$ cat src/rtl/fb_port_arbiter.sv
// fb_port_arbiter: shares one frame-buffer BRAM port between NUM_REQ external
// requesters and an internal range-fill engine (index NUM_REQ). Round-robin
// arbitration with a lock for atomic read-modify-write. Read data comes back
// one cycle after the read beat, tagged with the requester index.
module fb_port_arbiter #(
    parameter int ADDR_BITS = 14,
    parameter int NUM_REQ   = 3,
    parameter int IDW       = $clog2(NUM_REQ + 1)
) (
    input  logic                          clk,
    input  logic                          reset,
    input  logic [NUM_REQ-1:0]            req_valid,
    input  logic [NUM_REQ-1:0]            req_we,
    input  logic [NUM_REQ-1:0]            req_lock,
    input  logic [NUM_REQ*ADDR_BITS-1:0]  req_addr,
    input  logic [NUM_REQ*8-1:0]          req_wdata,
    output logic [NUM_REQ-1:0]            req_grant,
    output logic                          rd_valid,
    output logic [IDW-1:0]                rd_id,
    output logic [7:0]                    rd_data,
    input  logic                          fill_start,
    input  logic [ADDR_BITS-1:0]          fill_base,
    input  logic [ADDR_BITS-1:0]          fill_len,
    input  logic [7:0]                    fill_value,
    output logic                          fill_busy,
    output logic                          fill_done,
    output logic [ADDR_BITS-1:0]          fb_addr,
    output logic [7:0]                    fb_wdata,
    output logic                          fb_we,
    input  logic [7:0]                    fb_rdata,
    output logic                          busy
);

    typedef enum logic {F_IDLE, F_RUN} fill_state_t;

    localparam logic [IDW-1:0] FILL_IDX = IDW'(NUM_REQ);

    fill_state_t          fill_state_reg;
    logic [ADDR_BITS-1:0] fill_addr_reg;
    logic [ADDR_BITS-1:0] fill_rem_reg;
    logic [7:0]           fill_value_reg;

    logic [IDW-1:0]       last_reg;
    logic [IDW-1:0]       lock_owner_reg;
    logic                 lock_active_reg;

    logic [NUM_REQ:0]     cand;
    logic                 owner_valid;
    logic                 win_found;
    logic [IDW-1:0]       win_idx;
    logic                 win_we;
    logic                 win_lock;
    logic                 win_ext;
    int                   rr_idx;

    logic [ADDR_BITS-1:0] addr_arr  [NUM_REQ];
    logic [7:0]           wdata_arr [NUM_REQ];

    // Unpack requester buses and form the one-hot grant from the winner index
    genvar gi;
    generate
        for (gi = 0; gi < NUM_REQ; gi++) begin : g_req
            assign addr_arr[gi]  = req_addr[gi*ADDR_BITS +: ADDR_BITS];
            assign wdata_arr[gi] = req_wdata[gi*8 +: 8];
            assign req_grant[gi] = win_found && (win_idx == IDW'(gi));
        end
    endgenerate

    assign rd_data = fb_rdata;
    assign busy    = (|req_valid) | lock_active_reg | fill_busy | rd_valid;

    // Pick the winner: a still-valid lock owner, otherwise round-robin from last+1
    always_comb begin
        cand        = {fill_busy, req_valid};
        owner_valid = 1'b0;
        win_found   = 1'b0;
        win_idx     = '0;
        rr_idx      = 0;
        for (int i = 0; i < NUM_REQ; i++) begin
            if (lock_owner_reg == IDW'(i) && req_valid[i]) owner_valid = 1'b1;
        end
        if (lock_active_reg && owner_valid) begin
            win_found = 1'b1;
            win_idx   = lock_owner_reg;
        end else begin
            for (int k = 1; k <= NUM_REQ + 1; k++) begin
                rr_idx = (int'(last_reg) + k) % (NUM_REQ + 1);
                if (!win_found && cand[rr_idx]) begin
                    win_found = 1'b1;
                    win_idx   = IDW'(rr_idx);
                end
            end
        end
    end

    // Drive the BRAM port from the winner; idle port is all zeros
    always_comb begin
        fb_addr  = '0;
        fb_wdata = '0;
        fb_we    = 1'b0;
        win_we   = 1'b1;
        win_lock = 1'b0;
        win_ext  = 1'b0;
        if (win_found) begin
            if (win_idx == FILL_IDX) begin
                fb_addr  = fill_addr_reg;
                fb_wdata = fill_value_reg;
                fb_we    = 1'b1;
            end else begin
                for (int i = 0; i < NUM_REQ; i++) begin
                    if (win_idx == IDW'(i)) begin
                        fb_addr  = addr_arr[i];
                        fb_wdata = wdata_arr[i];
                        fb_we    = req_we[i];
                        win_we   = req_we[i];
                        win_lock = req_lock[i];
                        win_ext  = 1'b1;
                    end
                end
            end
        end
    end

    // Round-robin pointer and lock ownership; an owner dropping valid frees the lock
    always_ff @(posedge clk) begin
        if (reset) begin
            last_reg        <= FILL_IDX;
            lock_owner_reg  <= '0;
            lock_active_reg <= 1'b0;
        end else begin
            if (win_found) last_reg <= win_idx;
            if (win_found && win_ext && win_lock) begin
                lock_active_reg <= 1'b1;
                lock_owner_reg  <= win_idx;
            end else if (lock_active_reg &&
                         (!owner_valid || (win_found && win_idx == lock_owner_reg))) begin
                lock_active_reg <= 1'b0;
            end
        end
    end

    // Tag read beats so the returning BRAM byte carries its owner next cycle
    always_ff @(posedge clk) begin
        if (reset) begin
            rd_valid <= 1'b0;
            rd_id    <= '0;
        end else if (win_found && !win_we) begin
            rd_valid <= 1'b1;
            rd_id    <= win_idx;
        end else begin
            rd_valid <= 1'b0;
        end
    end

    // Fill engine: latch the job on start, then one write per accepted fill beat
    always_ff @(posedge clk) begin
        if (reset) begin
            fill_state_reg <= F_IDLE;
            fill_busy      <= 1'b0;
            fill_done      <= 1'b0;
            fill_addr_reg  <= '0;
            fill_rem_reg   <= '0;
            fill_value_reg <= '0;
        end else begin
            fill_done <= 1'b0;
            case (fill_state_reg)
                F_IDLE: begin
                    if (fill_start) begin
                        fill_addr_reg  <= fill_base;
                        fill_rem_reg   <= fill_len;
                        fill_value_reg <= fill_value;
                        if (fill_len == '0) begin
                            fill_done <= 1'b1;
                        end else begin
                            fill_state_reg <= F_RUN;
                            fill_busy      <= 1'b1;
                        end
                    end
                end
                F_RUN: begin
                    if (win_found && win_idx == FILL_IDX) begin
                        fill_addr_reg <= fill_addr_reg + ADDR_BITS'(1);
                        fill_rem_reg  <= fill_rem_reg - ADDR_BITS'(1);
                        if (fill_rem_reg == ADDR_BITS'(1)) begin
                            fill_state_reg <= F_IDLE;
                            fill_busy      <= 1'b0;
                            fill_done      <= 1'b1;
                        end
                    end
                end
                default: begin
                    fill_state_reg <= F_IDLE;
                    fill_busy      <= 1'b0;
                end
            endcase
        end
    end

endmodule

$ cat config.mk
export PLATFORM = sky130hd
export DESIGN_NAME = fb_port_arbiter
export DESIGN_NICKNAME = d
export VERILOG_FILES = /design/src/rtl/fb_port_arbiter.sv
export SDC_FILE = /design/constraint.sdc
export NUM_CORES = 1
export LEC_CHECK = 0
export ABC_AREA = 1
export CAP_MARGIN = 20
export CORE_UTILIZATION = 38
export DETAILED_ROUTE_END_ITERATION = 16
export PLACE_DENSITY = 0.77
export RECOVER_POWER = 100
export SKIP_CTS_REPAIR_TIMING = 1
export SKIP_LAST_GASP = 1
export SYNTH_ARGS = -nofsm -noshare
export SYNTH_HDL_FRONTEND = slang
export SYNTH_SLANG_ARGS = --single-unit
$ cat constraint.sdc
create_clock -name clk -period 1.9 [get_ports clk]
set_input_delay 0.19 -clock clk [delete_from_list [all_inputs] [get_ports clk]]
set_output_delay 0.19 -clock clk [all_outputs]
set_load 0.01 [all_outputs]
Word-level counts from Yosys, hierarchy flattened
Index checks and enable logic that the tools add are counted.
{"block": "word_totals", "output_inout_bits": 40, "regBits": 47, "in_bits": 122, "elab_cells": 156}
{"block": "classes", "magnitude_cmp": 4, "add_sub_neg": 6, "reduce_logical": 34, "bitwise": 8, "n_eq_ne": 11, "n_mux": 82}
{"cell": "2-to-1 mux 14 bit", "count": 9}
{"cell": "case mux 14 bit (2 select lines)", "count": 2}
{"cell": "2-to-1 mux 1 bit", "count": 54}
{"cell": "2-to-1 mux 8 bit", "count": 5}
{"cell": "logical AND 1 bit", "count": 16}
{"cell": "less-than comparator 3 x 4 -> 1 bit (second input constant)", "count": 4}
{"cell": "adder 14 x 1 -> 14 bit (second input constant)", "count": 1}
{"cell": "== test 14 x 1 -> 1 bit (second input constant)", "count": 1}
{"cell": "zero test 14 bit", "count": 1}
{"cell": "subtractor 14 x 1 -> 14 bit (second input constant)", "count": 1}
{"cell": "2-to-1 mux 2 bit", "count": 5}
{"cell": "binary-select mux 1 bit (select 2 bit)", "count": 4}
{"cell": "OR reduction 2 bit", "count": 4}
{"cell": "== test 2 bit (second input constant)", "count": 3}
{"cell": "case mux 1 bit (2 select lines)", "count": 3}
{"cell": "zero test 1 bit", "count": 5}
{"cell": "adder 2 x 1 -> 2 bit (second input constant)", "count": 2}
{"cell": "adder 2 bit (second input constant)", "count": 2}
{"cell": "AND 1 bit (first input constant)", "count": 4}
{"cell": "== test 2 x 1 -> 1 bit (second input constant)", "count": 2}
{"cell": "zero test 2 bit", "count": 2}
{"cell": "inequality test 2 x 1 -> 1 bit (second input constant)", "count": 2}
{"cell": "inequality test 2 bit (second input constant)", "count": 2}
{"cell": "AND reduction 2 bit", "count": 2}
{"cell": "other kinds (7)", "count": 9}

Longest topological paths before layout
{"block": "depth", "ltp_word": 29, "ltp_mapped": 20, "depth_no_buf": 18}

Least setup slack after synthesis
Ideal clock, no wire load.
{"block": "synth_timing", "kind": "register to output", "start": "register last_reg[0]", "end": "output port fb_addr[11]", "arrival_time_ns": 1.827, "required_time_ns": 1.710, "path_stages_with_launch": 16, "slack_ns": -0.117, "path_buffers": 2, "cell_sequence": "dfxtp_1 -> buf_6 -> inv_4 -> nand2_1 -> nand2_2 -> nand2_1 -> nand2_2 -> nor2_4 -> nand3_2 -> nand3_2 -> nand2_4 -> nor2_4 -> inv_1 -> buf_2 -> o211ai_1 -> o21ai_0"}
{"block": "synth_between", "elab_chain_cells": 24, "elab_cells_between_ends": 44, "cone_classes": "add/sub (4); eq/ne (3); mux (30); reduce/logical (7)"}
{"element": "start, declared", "line_no": "43", "text": "logic [IDW-1:0] last_reg;"}
{"element": "start signal, assigned", "line_no": "131", "text": "if (win_found) last_reg <= win_idx;"}
{"element": "adder 2 x 1 -> 2 bit", "line_no": "87", "text": "rr_idx = (int'(last_reg) + k) % (NUM_REQ + 1);"}
{"element": "binary-select mux 1 bit (select 2 bit)", "line_no": "88", "text": "if (!win_found && cand[rr_idx]) begin"}
{"element": "2-to-1 mux 1 bit (not written as such) (2 in a row)", "line_no": "88"}
{"element": "2-to-1 mux 1 bit", "line_no": "88"}
{"element": "2-to-1 mux 1 bit", "line_no": "82", "text": "if (lock_active_reg && owner_valid) begin"}
{"element": "zero test 1 bit", "line_no": "88"}
{"element": "logical AND 1 bit", "line_no": "88"}
{"element": "2-to-1 mux 1 bit", "line_no": "88"}
{"element": "(+5 left out)"}
{"element": "zero test 1 bit", "line_no": "88"}
{"element": "logical AND 1 bit", "line_no": "88"}
{"element": "2-to-1 mux 2 bit", "line_no": "88"}
{"element": "2-to-1 mux 2 bit", "line_no": "82"}
{"element": "zero test 2 bit", "line_no": "111", "text": "if (win_idx == IDW'(i)) begin"}
{"element": "2-to-1 mux 14 bit (3 in a row)", "line_no": "111"}
{"element": "2-to-1 mux 14 bit", "line_no": "105", "text": "if (win_idx == FILL_IDX) begin"}
{"element": "2-to-1 mux 14 bit *", "line_no": "104", "text": "if (win_found) begin"}
{"element": "end, declared", "line_no": "27", "text": "output logic [ADDR_BITS-1:0] fb_addr,"}
Every way passes the cells marked *; elsewhere a longest branch is shown, timed or not. The select of a mux whose other input is x is not followed.

Worst setup path after layout
{"block": "layout_timing", "start": "register last_reg[0]", "end": "output port fb_addr[6]"}
Same word-level chain as after synthesis.

==> results <==
- In the routed layout, each cell is associated on average with a via count of 5.22.
- Overall power consumption after layout is estimated at roughly 12 mW.
- In this run the most critical hold path is launched from fb_rdata[0].
- In this run the power spent charging and discharging nets is between 6 and 7 mW.
- The flow ran to the end, but the final reports show violations.
- Of the post-synthesis cell area, the dominant cell type holds 0.262.
- The final number of max-transition violations is 0.
- The H-tree was split into 2 levels.
- The congestion estimate from routability-driven global placement came to between 0.9 and 1.
- The number of antenna cells inserted is 0.
- Dividing the detail-routed wire length by the instance count gives 15.0 µm.
- Entering global routing, the biggest net connects 40 pins.
- The critical path class is register to primary output.
- Dividing total power by cell area gives a power density of 2060 mW/mm².
- For this block, the via count after detailed routing is around 4600.
- For this configuration, the core starts out at a cell density of 0.390.
- The post-detailed-placement cell area is about 0.0053 mm².
- The checks that failed: negative setup slack.
- The cell total after placement is roughly 860.
- After routing the design area is approximately 0.0056 mm².
- The share of total power dissipated in combinational logic is 0.813.
- The clock sink count is between 40 and 50.
- After the flow finishes, the layout carries non-filler instances totaling ~900.
- The total setup violations reported at the end of the flow is 63.
- In this design, the critical path's most frequently occurring cell is nand2_2.
- For hold timing, the worst endpoint is rd_data[0].
- The share of total power in sequential cells is 0.132.
- For this run, the total global-route usage over all layers was measured as 0.251.
- The aggregate routed wire length is about 13000 µm.
- On the final layout, the worst clock skew is between 0.01 and 0.015 ns.
- The met1 usage in global routing is 0.323.
- The die area is approximately 0.01 mm².
- Of the total power, the share spent switching nets is 0.521.
- The maximum vdd ir drop is about 0.95 mV.
- Among all stages on the critical path, the largest delay is contributed by dfxtp_4.
- The maximum frequency from static timing analysis is between 300 and 400 MHz.
- The net count after synthesis is 725.
- The endpoint of the lowest-slack register-to-register path is fill_addr_reg[11].
- Data on the critical path arrives at its endpoint at ~2.4 ns.
- The number of antenna violations at the first check in global routing was 0.
- The max-cap check violation count is 0.
- The most utilized layer in the global route result is met2.
- At the pin with the least slew margin, the transition time is 0.388 ns.
- Buffers placed on the I/O ports in this run total 145.
- The via count of the first global-routing pass is 4179.
- The average instance in the mapped netlist occupies approximately 6.0 µm².
- The post-synthesis instance total is 600.
- The HPWL after detailed placement is roughly 9600 µm.
- For this design the static power due to leakage is 2.55 nW.
- The worst pin sits at a relative slew slack of 0.739.
- The number of nets at the end of the flow is 892.
- No sink is reached through more buffers than the 2 on the longest clock path.
- The cell count of the worst hold path is 0.
- Of the cells placed in the final design, the portion with a size suffix greater than 1 is 0.188.
- The setup slack of the worst register-to-register path is -0.54 ns.
- The signal on the critical path passes through inv_6 > nand2_1 > nand2_4 > nand2_2 > nand2_2 > inv_2 > nand3_2 > nand2_2 > nor2_4 > nor2_8 > buf_12 > nor2_4 > inv_8 > o22ai_1 > o21ai_1 > dlymetal6s2s_1.
- The count of nets left with antenna violations after detail routing is 0.
- For this run, the register share of the synthesized area comes to 0.262.
- The path class of the lowest-slack min-delay path is input port to primary output.
- For the worst setup path, the data required time is between 1.5 and 2 ns.
- After global routing the overflow that remains totals 0.
- The clock tree from TritonCTS is yes.
- Setup repair after global routing could not meet its margin everywhere.
- The number of hold violations in the final report is 0.
- The area growth from synthesis to layout is 57.0%.
- The first global-routing pass estimated between 20000 and 25000 µm of wire.
- The number of warning messages in the yosys log is 0.
- The leading area contributor after synthesis is dfxtp_1.
- The worst register-to-register path has a depth of 18.
- Across all setup checks in the final design, the least slack found is -0.685 ns.
- The number of synthesized register bits is 47.
- The worst setup path is launched from a register.
- The first-pass iteration count of the detailed router is 4.
- The origin of the critical flop-to-flop path is last_reg[0].
- The tree is rooted in a clkbuf_8.
- In this run the horizontal extent of the chip is between 90 and 100 µm.
- The global routing usage on met2 is 0.445.
- The worst-path maximum fanout is 9.
- Yosys mapped the design onto 35 distinct sky130hd cell types.
- For this run, global-route usage on met3 was measured as 0.0330.
- Buffers inserted during clock tree synthesis total 5.
- The region available for standard cell placement spans 0.00920 mm².
- The kind of capture point of the worst setup path is a primary output.
- Yosys attributes the largest share of cell area to dfxtp_1, nand2_1, o21ai_0, nor2_1, inv_1.
- The count of routing violations after the opening detailed-route iteration is 226.
- In this design, the stage delay of the slowest critical-path cell is about 0.38 ns.
- The share of total power dissipated in the clock network is 0.055.
- The clock latency reported for the late side of the worst-skew pair is 0.31 ns.
- Of the available clock period, the critical path in the final layout requires 1.36.
- The residual DRC count is 0.
- The cell row count is 35.
- The die height is approximately 99 µm.
- After layout, the minimum clock period comes to 2.59 ns.
- For this design the top-level I/O count stands at between 150 and 200.
- The internal portion of the total power is 5.55 mW.
- The clock-pin transition on the worst setup and hold timing paths is about 0.090 ns.
- The mapped netlist covers roughly 0.0036 mm².
## cells in the mapped netlist
library cell    n
mux2i_1         1
inv_2           3
nor2_1         91
ha_1            3
buf_4          12
nand3_1        23
nor2_8          1
xor2_1          8
a31oi_1         2
nor4_1          5
a21oi_1        14
o21ai_0        91
o211a_1         1
dfxtp_1        47
nand4_1         6
o22ai_1         8
nor3_1          4
nor2_2          1
nor2_4          2
nand2_4         4
inv_4           2
o31ai_1         1
buf_2           5
o21ai_1        12
buf_6           4
nand2_2         4
nand3b_1        1
nand2_1       167
o211ai_1       15
clkbuf_1       15
xnor2_1         3
clkinv_1        2
nand3_2         3
or2_2           1
inv_1          38
## cells in the final DEF (no fill, tap or decap), types with 16 or more instances in the layout
cell type | Yosys | final
nor2_1 | 91 | 88
inv_1 | 38 | 33
dfxtp_1 | 47 | 45
buf_4 | 12 | 38
o21ai_0 | 91 | 79
o21ai_1 | 12 | 21
nand2_1 | 167 | 147
clkdlybuf4s50_1 | 0 | 113
nand3_1 | 23 | 21
nand2_2 | 4 | 16
## per-layer routing
layer | vias to the layer above | routed length, µm
li1 | 2305 | -
met4 | 0 | 216
met2 | 177 | 6310
met5 | - | 0
met3 | 22 | 816
met1 | 2082 | 5850
## through the flow
step	hold slack [ns]	util	setup WS, ns	setup TNS [ns]
after detailed placement	0.380	0.582	-1.01	-47.38
final	0.380	0.613	-0.685	-30.24
after floorplan	0.337	-	-0.0604	-1.07
after CTS	0.380	0.592	-1.14	-43.91
after global placement	0.380	0.582	-0.960	-44.50
after global routing	0.380	0.613	-0.797	-40.13
## worst max-delay path by stage
stage | start | cells past startpoint | to | slack [ns]
final | last_reg[0] | 16 | fb_addr[6] | -0.69
after global routing | last_reg[0] | 17 | fb_addr[11] | -0.80
after CTS | last_reg[0] | 17 | fb_addr[7] | -1.14
after detailed placement | req_valid[2] | 13 | fb_addr[7] | -1.01
after global placement | req_valid[2] | 13 | fb_addr[7] | -0.96
after floorplan | last_reg[0] | 16 | fb_addr[10] | -0.06
## cell families (layout without fill, tap and decap cells)
group,count (synthesis),count (layout),share of synthesized area
adders and majority gates,3,3,0.0105
muxes,1,1,0.00279
and+or+nand+nor,313,313,0.372
DFF,47,47,0.262
buffers and inverters,81,249,0.109
AOI/OAI and AO/OA,144,144,0.217
xor gates and xnor gates,11,11,0.0269
## critical path: cells and delay by family, from the launching register on
family	cells	cell delay, ns
simple gates	9	0.94
buf+inv	5	0.53
flops	1	0.38
compound gates	2	0.22
## final cells by class
type                       count  area (µm²)
tap                          111         139
inverter                      45         199
sequential                    47         946
clock inverter                 3        23.8
timing repair inverter         2        12.5
clock buffer                   5        68.8
multi-input combinational    472        2430
fill                         896        3560
timing repair buffer         194        1820
## power by group through the flow
stage               Sequential, mW  Combinational (mW)  Clock, mW
floorplan                     1.48                5.06          0
global placement              1.53                8.66          0
detailed placement            1.55                8.82          0
CTS                           1.53                8.86      0.649
global route                  1.57                10.2      0.696
finish                        1.53                9.41      0.640
Power figures use the tool's default switching activity.
